--- src/rtl/ram_burst_writer.sv ---
// rtl/ram_burst_writer.sv - show-ahead FIFO feeding fixed-length write bursts to the DDR2 local port
// Optional dropped-word counter: define RAM_BURST_WRITER_OVF_CNT_EN.
module ram_burst_writer #(
  parameter int          BURST_LEN  = 4,
  parameter int          FIFO_DEPTH = 16,
  parameter logic [24:0] BASE_ADDR  = 25'h0,
  parameter logic [24:0] ADDR_LIMIT = 25'h1000000
) (
  input  logic        phy_clk,
  input  logic        reset_phy_clk_n,
  input  logic        enable,
  input  logic [31:0] din,
  input  logic        din_valid,
  output logic        din_ready,
  input  logic        local_init_done,
  input  logic        local_ready,
  output logic        local_write_req,
  output logic        local_burstbegin,
  output logic [24:0] local_address,
  output logic [2:0]  local_size,
  output logic [3:0]  local_be,
  output logic [31:0] local_wdata,
  output logic        local_read_req,
  output logic        busy,
  output logic [15:0] burst_count,
  output logic [15:0] ovf_count
);

  localparam int AW = $clog2(FIFO_DEPTH);
  localparam int CW = AW + 1;

  typedef enum logic {IDLE, BURST} state_t;

  state_t        state_q, state_d;
  logic [2:0]    beat_q, beat_d;
  logic [24:0]   addr_q, addr_d;
  logic [15:0]   burst_cnt_q, burst_cnt_d;
  logic [AW-1:0] wr_ptr_q, rd_ptr_q;
  logic [CW-1:0] count_q;
  logic [31:0]   mem [FIFO_DEPTH];
  logic [25:0]   addr_sum;
  logic          push, pop;

  // Ready is gated by reset so the source sees backpressure while held in reset.
  assign din_ready = reset_phy_clk_n && (count_q < CW'(FIFO_DEPTH));
  assign push      = din_valid && din_ready;
  assign pop       = local_write_req && local_ready;

  always_ff @(posedge phy_clk) begin
    if (push) mem[wr_ptr_q] <= din;
  end

  always_ff @(posedge phy_clk) begin
    if (!reset_phy_clk_n) begin
      wr_ptr_q <= '0;
      rd_ptr_q <= '0;
      count_q  <= '0;
    end else begin
      if (push) wr_ptr_q <= wr_ptr_q + AW'(1);
      if (pop)  rd_ptr_q <= rd_ptr_q + AW'(1);
      case ({push, pop})
        2'b10:   count_q <= count_q + CW'(1);
        2'b01:   count_q <= count_q - CW'(1);
        default: count_q <= count_q;
      endcase
    end
  end

  // Widened by one bit so the wrap compare near ADDR_LIMIT cannot overflow.
  assign addr_sum = {1'b0, addr_q} + 26'(BURST_LEN);

  always_comb begin
    state_d          = state_q;
    beat_d           = beat_q;
    addr_d           = addr_q;
    burst_cnt_d      = burst_cnt_q;
    local_write_req  = 1'b0;
    local_burstbegin = 1'b0;
    case (state_q)
      IDLE: begin
        if (enable && local_init_done && (count_q >= CW'(BURST_LEN))) begin
          state_d = BURST;
          beat_d  = '0;
        end
      end
      BURST: begin
        local_write_req  = 1'b1;
        local_burstbegin = (beat_q == 3'd0);
        if (local_ready) begin
          if (beat_q == 3'(BURST_LEN - 1)) begin
            state_d     = IDLE;
            beat_d      = '0;
            addr_d      = (addr_sum >= {1'b0, ADDR_LIMIT}) ? BASE_ADDR : addr_sum[24:0];
            burst_cnt_d = burst_cnt_q + 16'd1;
          end else begin
            beat_d = beat_q + 3'd1;
          end
        end
      end
      default: state_d = IDLE;
    endcase
  end

  always_ff @(posedge phy_clk) begin
    if (!reset_phy_clk_n) begin
      state_q     <= IDLE;
      beat_q      <= '0;
      addr_q      <= BASE_ADDR;
      burst_cnt_q <= '0;
    end else begin
      state_q     <= state_d;
      beat_q      <= beat_d;
      addr_q      <= addr_d;
      burst_cnt_q <= burst_cnt_d;
    end
  end

`ifdef RAM_BURST_WRITER_OVF_CNT_EN
  logic [15:0] ovf_q;
  always_ff @(posedge phy_clk) begin
    if (!reset_phy_clk_n) begin
      ovf_q <= '0;
    end else if (din_valid && !din_ready && (ovf_q != 16'hFFFF)) begin
      ovf_q <= ovf_q + 16'd1;
    end
  end
  assign ovf_count = ovf_q;
`else
  assign ovf_count = '0;
`endif

  // Head word is masked outside a burst so the data bus reads zero after reset.
  assign local_wdata    = (state_q == BURST) ? mem[rd_ptr_q] : '0;
  assign local_address  = addr_q;
  assign local_size     = 3'(BURST_LEN);
  assign local_be       = 4'hF;
  assign local_read_req = 1'b0;
  assign busy           = (state_q == BURST);
  assign burst_count    = burst_cnt_q;

endmodule

--- config.mk ---
export PLATFORM = sky130hd
export DESIGN_NAME = ram_burst_writer
export DESIGN_NICKNAME = d
export VERILOG_FILES = /design/src/rtl/ram_burst_writer.sv
export SDC_FILE = /design/constraint.sdc
export NUM_CORES = 1
export LEC_CHECK = 0
export ABC_AREA = 1
export CORE_ASPECT_RATIO = 0.9
export CORE_UTILIZATION = 41
export DETAILED_ROUTE_END_ITERATION = 7
export HOLD_SLACK_MARGIN = 0.02
export REMOVE_ABC_BUFFERS = 1
export SLEW_MARGIN = 20
export SYNTH_ARGS = -nofsm -noshare
export SYNTH_HDL_FRONTEND = slang
export SYNTH_SLANG_ARGS = --single-unit
--- constraint.sdc ---
create_clock -name phy_clk -period 4.3 [get_ports phy_clk]
set_clock_uncertainty 0.1 [all_clocks]
set_input_delay 0.86 -clock phy_clk [delete_from_list [all_inputs] [get_ports phy_clk]]
set_output_delay 0.86 -clock phy_clk [all_outputs]
set_load 0.005 [all_outputs]
### Word level (Yosys, flattened, before mapping)

Memory sizes are Yosys's and may differ from the RTL's. A register that Yosys moved wholly into a read port is not among the register bits.
Cells that the tools add are included.
Widths: inputs -> output; s select.

* register bits: 58
* bits in writable memories: 512
* input port bits: 38
* output and inout port bits: 101
* logic and storage cells: 50
* memories kept: 1

Memories
* mem: words 16, width 32, rd ports 1, clocked after Yosys merged registers in 1, wr ports 1, line 40 `logic [31:0] mem [FIFO_DEPTH];`

* add/subtract/negate cells: 7
* $lt $le $gt $ge: 3
* eq/ne operators: 5
* multiplexer cells: 17
* bitwise gates (word level): 1
* reduce and logical (&&, ||, !) cells: 9

Operators by type and width (count)
* $mux 32: 1
* $add 25x3->26 const B: 1
* $ge 26x25->1 const B: 1
* $mux 25: 1
* $add 16x1->16 const B: 1
* $pmux 5 s2: 1
* $mux 3: 3
* $add 4x1->4 const B: 2
* $mux 4: 2
* $mux 1: 7
* $pmux 3 s2: 1
* $add 5x1->5 const B: 1
* $ge 5x3->1 const B: 1
* $logic_and 1x1->1: 5
* $lt 5x5->1 const B: 1
* $sub 5x1->5 const B: 1
* $ne 2x2->1 const B: 2
* $add 3x1->3 const B: 1
* $eq 3x2->1 const B: 1
* $logic_not 3->1: 1
* $reduce_and 3->1: 1
* $eq 2x1->1 const B: 1
* $eq 2x2->1 const B: 1
* $pmux 1 s2: 1
* 3 further kinds: 3

### Longest topological paths before layout

Gate-level depths: netlist of run 1.

* depth in word-level cells: 5
* gate-level depth with buffers: 13
* depth with buffers taken out: 13

### Worst setup path before layout of run 1

No wires, ideal clock.

* kind: input port to flip-flop
* from: input port reset_phy_clk_n
* to: memory mem[11][0], enable pin
* setup time: 0.421 ns
* arrival: 2.965 ns
* required time: 3.779 ns
* slack: 0.814 ns
* cell stages on the path: 6
* path buffers: 1
* cells stage by stage: clkbuf_1 -> and3_1 -> inv_1 -> nor2_1 -> nand2_1 -> nor2_1

* word-level cells in the longest chain between the ends: 4

RTL lines
* start: declaration: line 10 `input logic reset_phy_clk_n,`
* $logic_and 1x1->1: line 45 `assign din_ready = reset_phy_clk_n && (count_q < CW'(FIFO_DEPTH));`
* $logic_and 1x1->1: line 46 `assign push = din_valid && din_ready;`
* $mux 1: line 50 `if (push) mem[wr_ptr_q] <= din;`
* $mux 1 (not written as such): line 50
* end: declaration: line 40

Every way passes these cells.

==> summary.txt, run 1 <==
Synth
  • Post-synthesis simple-gate area fraction: between 10% and 20%
  • Combinational family with the most area after synthesis: simple AND/OR/NAND/NOR gates
  • Share of the synthesized area in the top cell type: approximately 65%
  • Synth Instances: approximately 2000
  • Compound-gate portion of the synthesized area: a little under an eighth
  • Post-synthesis cell type count: 38
  • Sequential area share after synthesis: slightly above 70%
  • Adder-Cell Fraction of Synth Area: less than 1%
  • Mapped Area: approximately 24000 um2
  • Post-synthesis mux area share: 0%
  • Yosys warnings: 0
  • Syn avg cell area: roughly 12 um2
  • Yosys top cell by area: edfxtp_1
  • #FFs+latches synth: 572
  • Synth area leaders: edfxtp_1 65%, nor2_1 7.5%, o21ai_0 5.3%
  • XOR/XNOR share of the synthesized area: 0.186%

STA
  • Minimum clock period: 4.08 ns
  • Slew HR: between 30% and 40%
  • Tcrit/Tclk final: around 95%
  • Final setup viols: 0
  • Worst Max-Slew Pin Slew: approximately 1 ns
  • Final slew viol count: 0
  • Hold Vio Cnt, Final: 0
  • RSZ-0062 raised after global routing: false
  • Max Freq: 245 MHz

Route
  • Drt pass-1 iters: 6
  • Remaining antenna violation count: 0
  • Vias: between 15000 and 20000
  • DRC: 0
  • Initial DRC count: 1164
  • Routed WL: ~60000 um
  • Post-DR wirelength/cell: slightly above 20 um
  • Via-to-Cell Ratio: about 5.4

Critical path
  • Type of destination of the critical path: output port
  • Slowest CP cell: clkdlybuf4s50_1
  • CP Max Fanout: around 100
  • Cells along the critical path: buf_12 -> o21ai_0 -> o211ai_1 -> nand3_1 -> a21oi_1 -> clkdlybuf4s50_1
  • Crit path launch type: flip-flop
  • CP peak stage delay: roughly 0.60 ns
  • Flop-to-flop setup slack: ~1.7 ns
  • Worst R2R Path Depth: 9
  • Reg2reg end: local_address[7]$_SDFFE_PN0P_
  • RR Startpoint: local_address[2]$_SDFFE_PN0P_
  • CP Class: flip-flop to output port
  • Worst path required time: between 3 and 4 ns
  • CP Data Arrival Time: around 3.1 ns

Floorplanning
  • Die H: between 200 and 250 um
  • Die Span X: approximately 250 um
  • I/O pins: roughly 140
  • Die footprint: between 50000 and 60000 um2
  • # rows: 82
  • Initial core utilization: about two fifths
  • Placeable core region: 56100 um2

Clock network
  • CTS tree: done
  • Num CTS Buffers: between 50 and 60
  • Clk root buf: clkbuf_16
  • H-tree depth: 2
  • Num Clock Sinks: approximately 570
  • Bufs on Longest Clock Path: 3
  • Clk_lat worst skew: 0.61 ns
  • Worst-path clk slew: around 0.060 ns

Pwr
  • Static Leak: about 9 nW
  • Peak supply drop: approximately 0.35 mV
  • Pwr dens: 426 nW/um2

Placed design
  • # port buffers: 112
  • DP Wirelength: 31200 um
  • DP Area: approximately 26000 um2
  • Placer congestion estimate: around 0.8

Global routing
  • Met2 Usage GRT: roughly a third
  • Global Route Usage Sum: about a fifth
  • Vias in the first global route: 15063
  • Pin count of the biggest net entering global routing: 150
  • Global route hottest layer: met2
  • First-pass GRT wire length: around 90000 um
  • Initial antenna violation count: 1
  • Routing usage on met1: between 20% and 30%
  • Global routing usage on met3: roughly 4.4%
  • Aggregate global routing overflow: 0

Job
  • Max Cap Viol: 0

Min path
  • Hold Startpoint: rd_ptr_q[2]$_SDFFE_PN0P_
  • Hold path depth: 2
  • Worst hold path type: flip-flop to flip-flop

Cells and area
  • # fillers: between 4000 and 5000
  • Share of cells above drive strength 1: a little over 7%
  • P&R area growth vs syn: 17.3%
  • Cell area after layout: between 20000 and 30000 um2
  • Multi-input gate area: between 6000 and 7000 um2
  • Final Util: 49.1%
  • Final-stage net count: about 2200
  • Register area: 16600 um2
  • Antenna cells: 0

Status
  • Status: finished clean
[worst max-delay path by stage]
stage / from / endpoint / slack (ns) / depth (start not counted)
2_1_floorplan: flip-flop / local_wdata[10] / -4.72 / 5
3_3_place_gp: flip-flop / local_wdata[1] / 0.78 / 6
3_5_place_dp: flip-flop / local_wdata[1] / 0.75 / 6
4_1_cts: flip-flop / local_wdata[1] / 0.08 / 6
5_1_grt: flip-flop / local_wdata[1] / 0.02 / 6
6_report: flip-flop / local_wdata[1] / 0.22 / 6
[metal layers]
layer  vias to the layer above  part of all wire [%]
met5                         -                 0.022
met3                        75                   7.6
met1                      7612                    44
met4                         2                   1.6
met2                       524                    47
li1                       7344                     -
[report_power, final]
part,switching [W],internal (W),total (W)
Clock,0.00211,0.00304,0.00514
Sequential,0.0000201,0.00609,0.00611
Combinational,0.000333,0.000166,0.000498
[synthesized netlist by cell type, drive strengths merged]
cell type	number
a211o	1
a21o	1
a21oi	62
a31o	1
and3	2
buf	79
clkbuf	68
clkinv	1
conb	2
dfxtp	60
edfxtp	512
fa	1
ha	13
inv	75
nand2	99
nand3	104
nand3b	4
nand4	16
nor2	472
nor3	10
nor3b	1
nor4	1
o211ai	135
o21ai	274
o21bai	1
o22ai	1
or2	1
xnor2	2
xor2	3
[cells by family (layout without fill, tap and decap cells)]
logic type                 Yosys count  count (layout)
DFF                                572             572
AOI/OAI and AO/OA                  476             476
buffers and inverters              223             342
and+or+nand+nor                    710             710
xor gates and xnor gates             5               5
other                                2              26
adders and majority gates           14              14
[flip-flops by register name, indices dropped and copies added, names as in the netlist, named ones only]
register / flops
beat_q: 3
burst_count: 16
busy: 1
count_q: 5
local_address: 23
mem: 512
rd_ptr_q: 4
wr_ptr_q: 4
[cell type report]
class | count | area share, %
multi-input cells | 1231 | 22.0
clock buffers | 75 | 5.65
inverters | 76 | 1.06
repair buffers | 158 | 6.27
flip-flops and latches | 572 | 60.2
clock inverters | 33 | 1.43
well taps | 756 | 3.43
[stage by stage]
| step | setup TNS [ns] | hold WS, ns | setup WS (ns) | power (W) | instances |
|---|---|---|---|---|---|
| 6_report | 0 | 0.397 | 0.215 | 0.0118 | 2901 |
| 5_1_grt | 0 | 0.415 | 0.0244 | 0.0121 | 2901 |
| 4_1_cts | 0 | 0.394 | 0.0761 | 0.0118 | 2899 |
| 3_5_place_dp | 0 | 0.378 | 0.747 | 0.00672 | 2791 |
| 3_3_place_gp | 0 | 0.367 | 0.779 | 0.00671 | 2791 |
| 2_1_floorplan | -151.14 | 0.355 | -4.72 | 0.00647 | 1879 |
[worst max-delay path, delay by kind of cell (launching register included)]
family,cells,cell delay [ns]
compound gates,3,0.78
buf+inv,2,1.03
simple gates,1,0.09
flops,1,0.58
[repair_timing]
action,in CTS,in global routing
setup endpoints to repair,0,5
hold buffers,0,0
buffers inserted,0,1
resized for setup,0,2
hold endpoints to repair,0,0
[layout by cell type, fill, tap and decap left out, types with 2 or more instances in the layout]
cell	instances
xnor2_1	2
o21ai_0	248
o21ai_1	26
dfxtp_2	2
clkdlybuf4s50_1	112
edfxtp_1	512
nand3b_1	4
dfxtp_1	56
clkinv_1	17
nor2_1	453
clkbuf_16	61
dfxtp_4	2
xor2_1	3
o211ai_1	135
nand2_1	98
nor3_1	10
ha_1	13
nand3_1	104
nand4_1	16
buf_4	26
a21oi_1	62
buf_12	18
inv_2	3
nor2_2	3
clkinv_2	5
nor2_4	16
and3_1	2
clkbuf_1	15
inv_1	70
bufinv_16	8
conb_1	26
clkinv_4	2
(Power assumes the default switching activity.)
==> inputs of run 2 (changes only) <==
--- a/config.mk
+++ b/config.mk
@@ -10,6 +10,7 @@
 export CORE_UTILIZATION = 41
 export DETAILED_ROUTE_END_ITERATION = 7
 export HOLD_SLACK_MARGIN = 0.02
+export PLACE_DENSITY = 0.54
 export REMOVE_ABC_BUFFERS = 1
 export SLEW_MARGIN = 20
 export SYNTH_ARGS = -nofsm -noshare
==> summary.txt, run 2 (synthesis gave the netlist of run 1 again) <==
Placed design
  • Setup WS pre-CTS: 0.745 ns (-0.00247 ns)
  • # port buffers: 112 (unchanged)
  • Placer congestion estimate: 0.784 (-3.2%)
  • DP Wirelength: 31700 um (+1.6%)

STA
  • Slew HR: 39.9% (+6.5 points)
  • Minimum clock period: 4.07 ns (-0.0158 ns)
  • Tcrit/Tclk final: 94.6% (-0.37 points)
  • Worst Max-Slew Pin Slew: 0.900 ns (-0.0991 ns)
  • RSZ-0062 raised after global routing: false
  • Final setup margin: 0.231 ns (+0.0158 ns)
  • Hold Vio Cnt, Final: 0 (unchanged)
  • Max Freq: 246 MHz (+0.39%)
  • Final slew viol count: 0 (unchanged)
  • Final setup viols: 0 (unchanged)

Pwr
  • Power Total: 0.0119 W (+0.95%)
  • Combinational share of power: 4.1% (about the same)
  • Reg power frac: 51.5% (-0.5 points)
  • Peak supply drop: 0.266 mV (-24%)
  • Int Power: 0.00942 W (+1.4%)
  • Pwr dens: 430 nW/um2 (+0.83%)
  • Psw: 0.00244 W (-0.66%)
  • Static Leak: 9.04 nW (+0.43%)
  • Sw frac: 20.6% (-0.33 points)
  • Clock network fraction of total power: 44.4% (+0.6 points)

Clock network
  • Num CTS Buffers: 58 (-1.7%)
  • CTS tree: done
  • Bufs on Longest Clock Path: 3 (unchanged)
  • Clk_lat worst skew: 0.60 ns (about the same)
  • Cts hold-fix bufs: 0 (unchanged)
  • Num Clock Sinks: 572 (unchanged)
  • Worst-path clk slew: 0.06 ns (about the same)
  • H-tree depth: 2 (unchanged)
  • Clk root buf: clkbuf_16

Global routing
  • Vias in the first global route: 14655 (-2.7%)
  • Pin count of the biggest net entering global routing: 107 (-29%)
  • Global Route Usage Sum: 20.3% (-0.061 points)
  • Initial antenna violation count: 2 (+1)
  • Aggregate global routing overflow: 0 (unchanged)
  • First-pass GRT wire length: 89100 um (-1.0%)

Route
  • DRC: 0 (unchanged)
  • Drt pass-1 iters: 5 (-1)
  • Remaining antenna violation count: 0 (unchanged)
  • Vias: 15347 (-1.3%)
  • Routed WL: 59200 um (-1.2%)
  • Initial DRC count: 1180 (+1.4%)
  • Post-DR wirelength/cell: 20.3 um (-1.5%)
  • Via-to-Cell Ratio: 5.27 (-1.7%)

Critical path
  • CP Max Fanout: 106 (+5.0%)
  • Crit path launch type: flip-flop
  • Reg2reg end: local_address[3]$_SDFFE_PN0P_
  • CP Data Arrival Time: 3.11 ns (about the same)
  • Type of destination of the critical path: output port
  • Worst R2R Path Depth: 9 (unchanged)
  • CP Class: flip-flop to output port
  • Worst path required time: 3.34 ns (about the same)
  • RR Startpoint: local_address[2]$_SDFFE_PN0P_
  • Flop-to-flop setup slack: 1.71 ns (+0.04 ns)

Cells and area
  • Final-stage net count: 2155 (+0.23%)
  • Most frequent cells in the layout: 512 x edfxtp_1, 453 x nor2_1, 248 x o21ai_0
  • Most common cell after layout, fill and taps aside: edfxtp_1
  • Most flop-heavy register: mem
  • P&R area growth vs syn: 17.5%
  • Share of cells above drive strength 1: 8.04% (+0.86 points)
  • Max reg flops: 512 (unchanged)
  • # fillers: 4923 (-0.69%)

Job
  • Max Cap Viol: 0 (unchanged)

Floorplanning
  • Die H: 229 um (unchanged)
  • Die footprint: 58300 um2 (unchanged)
  • Initial core utilization: 41.9% (unchanged)
  • Die Span X: 254 um (unchanged)
  • I/O pins: 139 (unchanged)
  • Placeable core region: 56100 um2 (unchanged)
  • # rows: 82 (unchanged)

Min path
  • Hold path depth: 2 (unchanged)
  • Hold Startpoint: rd_ptr_q[2]$_SDFFE_PN0P_
  • Worst hold path type: flip-flop to flip-flop

Status
  • Status: finished clean
-- run 2: changes by cell type in the layout (fill, tap and decap cells not counted), sizes merged --
cell	change
buf	+6
bufinv	+1
clkbuf	-1
clkinvlp	+4
clkinv	-3
inv	+1
diode	+1
-- run 2: area by class of cell --
type | instances | area [um2] | area share [%]
inverter | 76 | 290 | 1.05
clock inverter | 36 | 402 | 1.46
clock buffer | 74 | 1610 | 5.82
tap | 756 | 946 | 3.43
sequential | 572 | 16600 | 60.1
multi-input combinational | 1231 | 6060 | 22.0
timing repair buffer | 164 | 1700 | 6.17
antenna | 1 | 2.50 | 0.00907
-- run 2: how the worst max path moves through the flow --
| stage | from | end | slack, ns | cells after the start |
|---|---|---|---|---|
| 5_1_grt | flip-flop | local_wdata[18] | 0.07 | 8 |
| 4_1_cts | flip-flop | local_wdata[27] | 0.08 | 6 |
| 3_5_place_dp | flip-flop | local_wdata[27] | 0.74 | 6 |
| 2_1_floorplan | flip-flop | local_wdata[10] | -4.72 | 5 |
| 6_report | flip-flop | local_wdata[27] | 0.23 | 6 |
| 3_3_place_gp | flip-flop | local_wdata[27] | 0.70 | 8 |
-- run 2: power by group through the flow --
stage | Clock (W) | Sequential, W | Combinational, W
detailed placement | 0 | 0.00623 | 0.000490
global placement | 0 | 0.00623 | 0.000483
global route | 0.00556 | 0.00611 | 0.000549
floorplan | 0 | 0.00625 | 0.000224
CTS | 0.00537 | 0.00611 | 0.000492
finish | 0.00526 | 0.00611 | 0.000492
-- run 2: metal layers --
layer / GRT usage [%] / up-vias / share of wire (%)
li1: - / 7340 / -
met1: 28.3 / 7603 / 46
met2: 33.1 / 335 / 48
met3: 2.78 / 67 / 4.3
met4: 5.37 / 2 / 1.8
met5: 0 / - / 0.012
-- run 2: worst max-delay path: stages (launching register included) --
cell and delay (ns):
dfxtp_4 0.60, buf_12 0.43, o21ai_0 0.20, o211ai_1 0.19
nand3_1 0.11, a21oi_1 0.36, clkdlybuf4s50_1 0.58
-- run 2: repair_timing --
| item | in CTS | in global routing |
|---|---|---|
| gates resized for setup | 0 | 0 |
| endpoints found under the setup margin | 0 | 4 |
| setup buffers | 0 | 1 |
-- run 2: per-stage QoR --
step / util [%] / cell area (um2) / cells / hold WS (ns) / setup TNS, ns
5_1_grt: 49.2 / 27600 / 2910 / 0.425 / 0
2_1_floorplan: - / 22800 / 1879 / 0.355 / -151.14
6_report: 49.2 / 27600 / 2910 / 0.383 / 0
3_3_place_gp: 45.6 / 25600 / 2798 / 0.370 / 0
3_5_place_dp: 45.6 / 25600 / 2798 / 0.374 / 0
4_1_cts: 49.1 / 27600 / 2908 / 0.384 / 0
==> inputs of run 3 (changes only) <==
--- a/config.mk
+++ b/config.mk
@@ -10,7 +10,7 @@
 export CORE_UTILIZATION = 41
 export DETAILED_ROUTE_END_ITERATION = 7
 export HOLD_SLACK_MARGIN = 0.02
-export PLACE_DENSITY = 0.54
+export PLACE_DENSITY = 0.57
 export REMOVE_ABC_BUFFERS = 1
 export SLEW_MARGIN = 20
 export SYNTH_ARGS = -nofsm -noshare
==> constraint.sdc (replaced) <==
create_clock -name phy_clk -period 3.5 [get_ports phy_clk]
set_clock_uncertainty 0.1 [all_clocks]
set_input_delay 0.7 -clock phy_clk [delete_from_list [all_inputs] [get_ports phy_clk]]
set_output_delay 0.7 -clock phy_clk [all_outputs]
set_load 0.005 [all_outputs]
==> summary.txt, run 3 (synthesis gave the netlist of run 1 again) <==
Route
  • Remaining antenna violation count: 0 (unchanged)
  • Drt pass-1 iters: 7 (+2)
  • Routed WL: 61600 um (+4.1%)
  • Vias: 15768 (+2.7%)
  • DRC: 0 (unchanged)
  • Post-DR wirelength/cell: 20.9 um (+2.9%)
  • Via-to-Cell Ratio: 5.36 (+1.6%)
  • Initial DRC count: 1212 (+2.7%)

Critical path
  • RR Startpoint: count_q[4]$_SDFFE_PN0P_
  • CP Max Fanout: 17 (-84%)
  • Flop-to-flop setup slack: 1.21 ns (-0.50 ns)
  • CP Class: flip-flop to output port
  • Type of destination of the critical path: output port
  • Crit path launch type: flip-flop
  • Worst path required time: 2.70 ns (-0.64 ns)
  • CP Data Arrival Time: 2.69 ns (-0.42 ns)
  • Reg2reg end: count_q[4]$_SDFFE_PN0P_
  • Worst R2R Path Depth: 13 (+4)

Clock network
  • Clk root buf: clkbuf_16
  • H-tree depth: 2 (unchanged)
  • Cts hold-fix bufs: 0 (unchanged)
  • Worst-path clk slew: 0.06 ns (about the same)
  • Clk_lat worst skew: 0.62 ns (+0.02 ns)
  • Num CTS Buffers: 59 (+1.7%)
  • CTS tree: done
  • Num Clock Sinks: 572 (unchanged)
  • Bufs on Longest Clock Path: 3 (unchanged)

Cells and area
  • Multi-input gate area: 6120 um2 (+0.99%)
  • Most flop-heavy register: mem
  • Final-stage net count: 2190 (+1.6%)
  • Final Util: 50.2% (+0.97 points)
  • Most common cell after layout, fill and taps aside: edfxtp_1
  • Register area: 16600 um2 (about the same)
  • Share of cells above drive strength 1: 9.97% (+1.9 points)
  • P&R area growth vs syn: 19.8%
  • Most frequent cells in the layout: 512 x edfxtp_1, 453 x nor2_1, 248 x o21ai_0
  • # fillers: 4955 (+0.65%)
  • Max reg flops: 512 (unchanged)

STA
  • Final setup viols: 0 (unchanged)
  • Minimum clock period: between 3 and 4 ns
  • Total negative slack for setup checks: 0 ns (unchanged)
  • Tcrit/Tclk final: around 100%
  • RSZ-0062 raised after global routing: true
  • Final slew viol count: 0 (unchanged)
  • Hold Vio Cnt, Final: 0 (unchanged)
  • Hold_ws: 0.389 ns (+0.00601 ns)
  • Max Freq: ~290 MHz
  • Slew HR: 53.7% (+14 points)
  • Worst Max-Slew Pin Slew: 0.694 ns (-0.206 ns)

Global routing
  • Pin count of the biggest net entering global routing: 65 (-39%)
  • Aggregate global routing overflow: 0 (unchanged)
  • Global Route Usage Sum: 21.1% (+0.82 points)
  • First-pass GRT wire length: 92900 um (+4.3%)
  • Initial antenna violation count: 1 (-1)
  • Vias in the first global route: 15419 (+5.2%)

Pwr
  • Pwr dens: 507 nW/um2 (+18%)
  • Static Leak: 9.45 nW (+4.6%)
  • Power Total: 0.0143 W (+20%)
  • Peak supply drop: 0.364 mV (+37%)

Floorplanning
  • I/O pins: 139 (unchanged)
  • Die Span X: 254 um (unchanged)
  • Initial core utilization: 41.9% (unchanged)
  • # rows: 82 (unchanged)
  • Die footprint: 58300 um2 (unchanged)
  • Die H: 229 um (unchanged)
  • Placeable core region: 56100 um2 (unchanged)

Status
  • Status: finished clean

Placed design
  • DP Wirelength: 32100 um (+1.6%)
  • # port buffers: 112 (unchanged)
  • Placer congestion estimate: 0.777 (-0.94%)

Min path
  • Hold path depth: 2 (unchanged)
  • Worst Hold Endpoint: beat_q[2]$_SDFFE_PN0P_
  • Hold Startpoint: beat_q[2]$_SDFFE_PN0P_
  • Worst hold path type: flip-flop to flip-flop

Job
  • Max Cap Viol: 0 (unchanged)
[run 3: cell count changes in the layout (fill, tap and decap cells not counted), moves of 4 or more]
cell,delta
a21oi_1,-16
a21oi_2,+16
buf_12,+6
buf_16,+8
buf_4,+10
bufbuf_16,+4
bufinv_16,-5
clkdlybuf4s50_1,-18
clkinv_1,+4
dlygate4sd2_1,+12
dlymetal6s2s_1,+5
[run 3: how the worst max path moves through the flow]
stage          startpoint               to  slack, ns  cells after the start
6_report        flip-flop  local_wdata[21]      0.005                      9
5_1_grt         flip-flop  local_wdata[21]      -0.15                      9
4_1_cts         flip-flop  local_wdata[17]      -0.07                      9
3_5_place_dp    flip-flop  local_wdata[17]       0.45                      7
3_3_place_gp    flip-flop  local_wdata[17]       0.47                      7
2_1_floorplan   flip-flop  local_wdata[10]      -5.36                      5
[run 3: critical path, stage by stage, from the launching register on]
cell             delay (ns)
dfxtp_4                0.49
buf_4                  0.21
buf_12                 0.16
nor2_1                 0.06
nor2_1                 0.07
o21ai_0                0.09
o211ai_1               0.10
nand3_1                0.12
a21oi_1                0.21
clkdlybuf4s50_1        0.55
[run 3: final cells by class]
type                       count  area share, %
clock buffer                  73           5.52
inverter                      76           1.09
multi-input combinational   1231           21.8
antenna                        1        0.00889
timing repair buffer         197           8.26
clock inverter                36           1.04
tap                          756           3.36
sequential                   572           58.9
timing repair inverter         1         0.0311
[run 3: power breakdown]
group / total, W / internal (W) / leakage (nW) / switching [W]
clock: 0.00607 / 0.00344 / 0.911 / 0.00263
sequential: 0.00750 / 0.00748 / 5.10 / 0.0000206
combinational: 0.000694 / 0.000253 / 3.44 / 0.000441
total: 0.0143 / 0.0112 / 9.45 / 0.00309
[run 3: repair_timing]
item                       CTS  global route
setup endpoints to repair   32            20
cloned                       8             3
setup buffers                6             7
pin swaps                    4             2
resized for setup           45            15
[run 3: through the flow]
stage	instances	instance area (um2)	worst slack (ns)
after floorplan	1879	22800	-5.36
after global placement	2810	25700	0.469
after detailed placement	2810	25700	0.453
after CTS	2933	28000	-0.0724
after global routing	2942	28100	-0.147
final	2943	28100	0.00507
[run 3: routing by layer]
metal	vias to the layer above	track usage, %	routed length, um	share of wire (%)
met2	398	33.3	29000	47
met4	0	6.36	1300	2.1
met1	7851	30.2	28300	46
li1	7419	-	-	-
met3	100	2.80	3080	5.0
met5	-	0	0	0
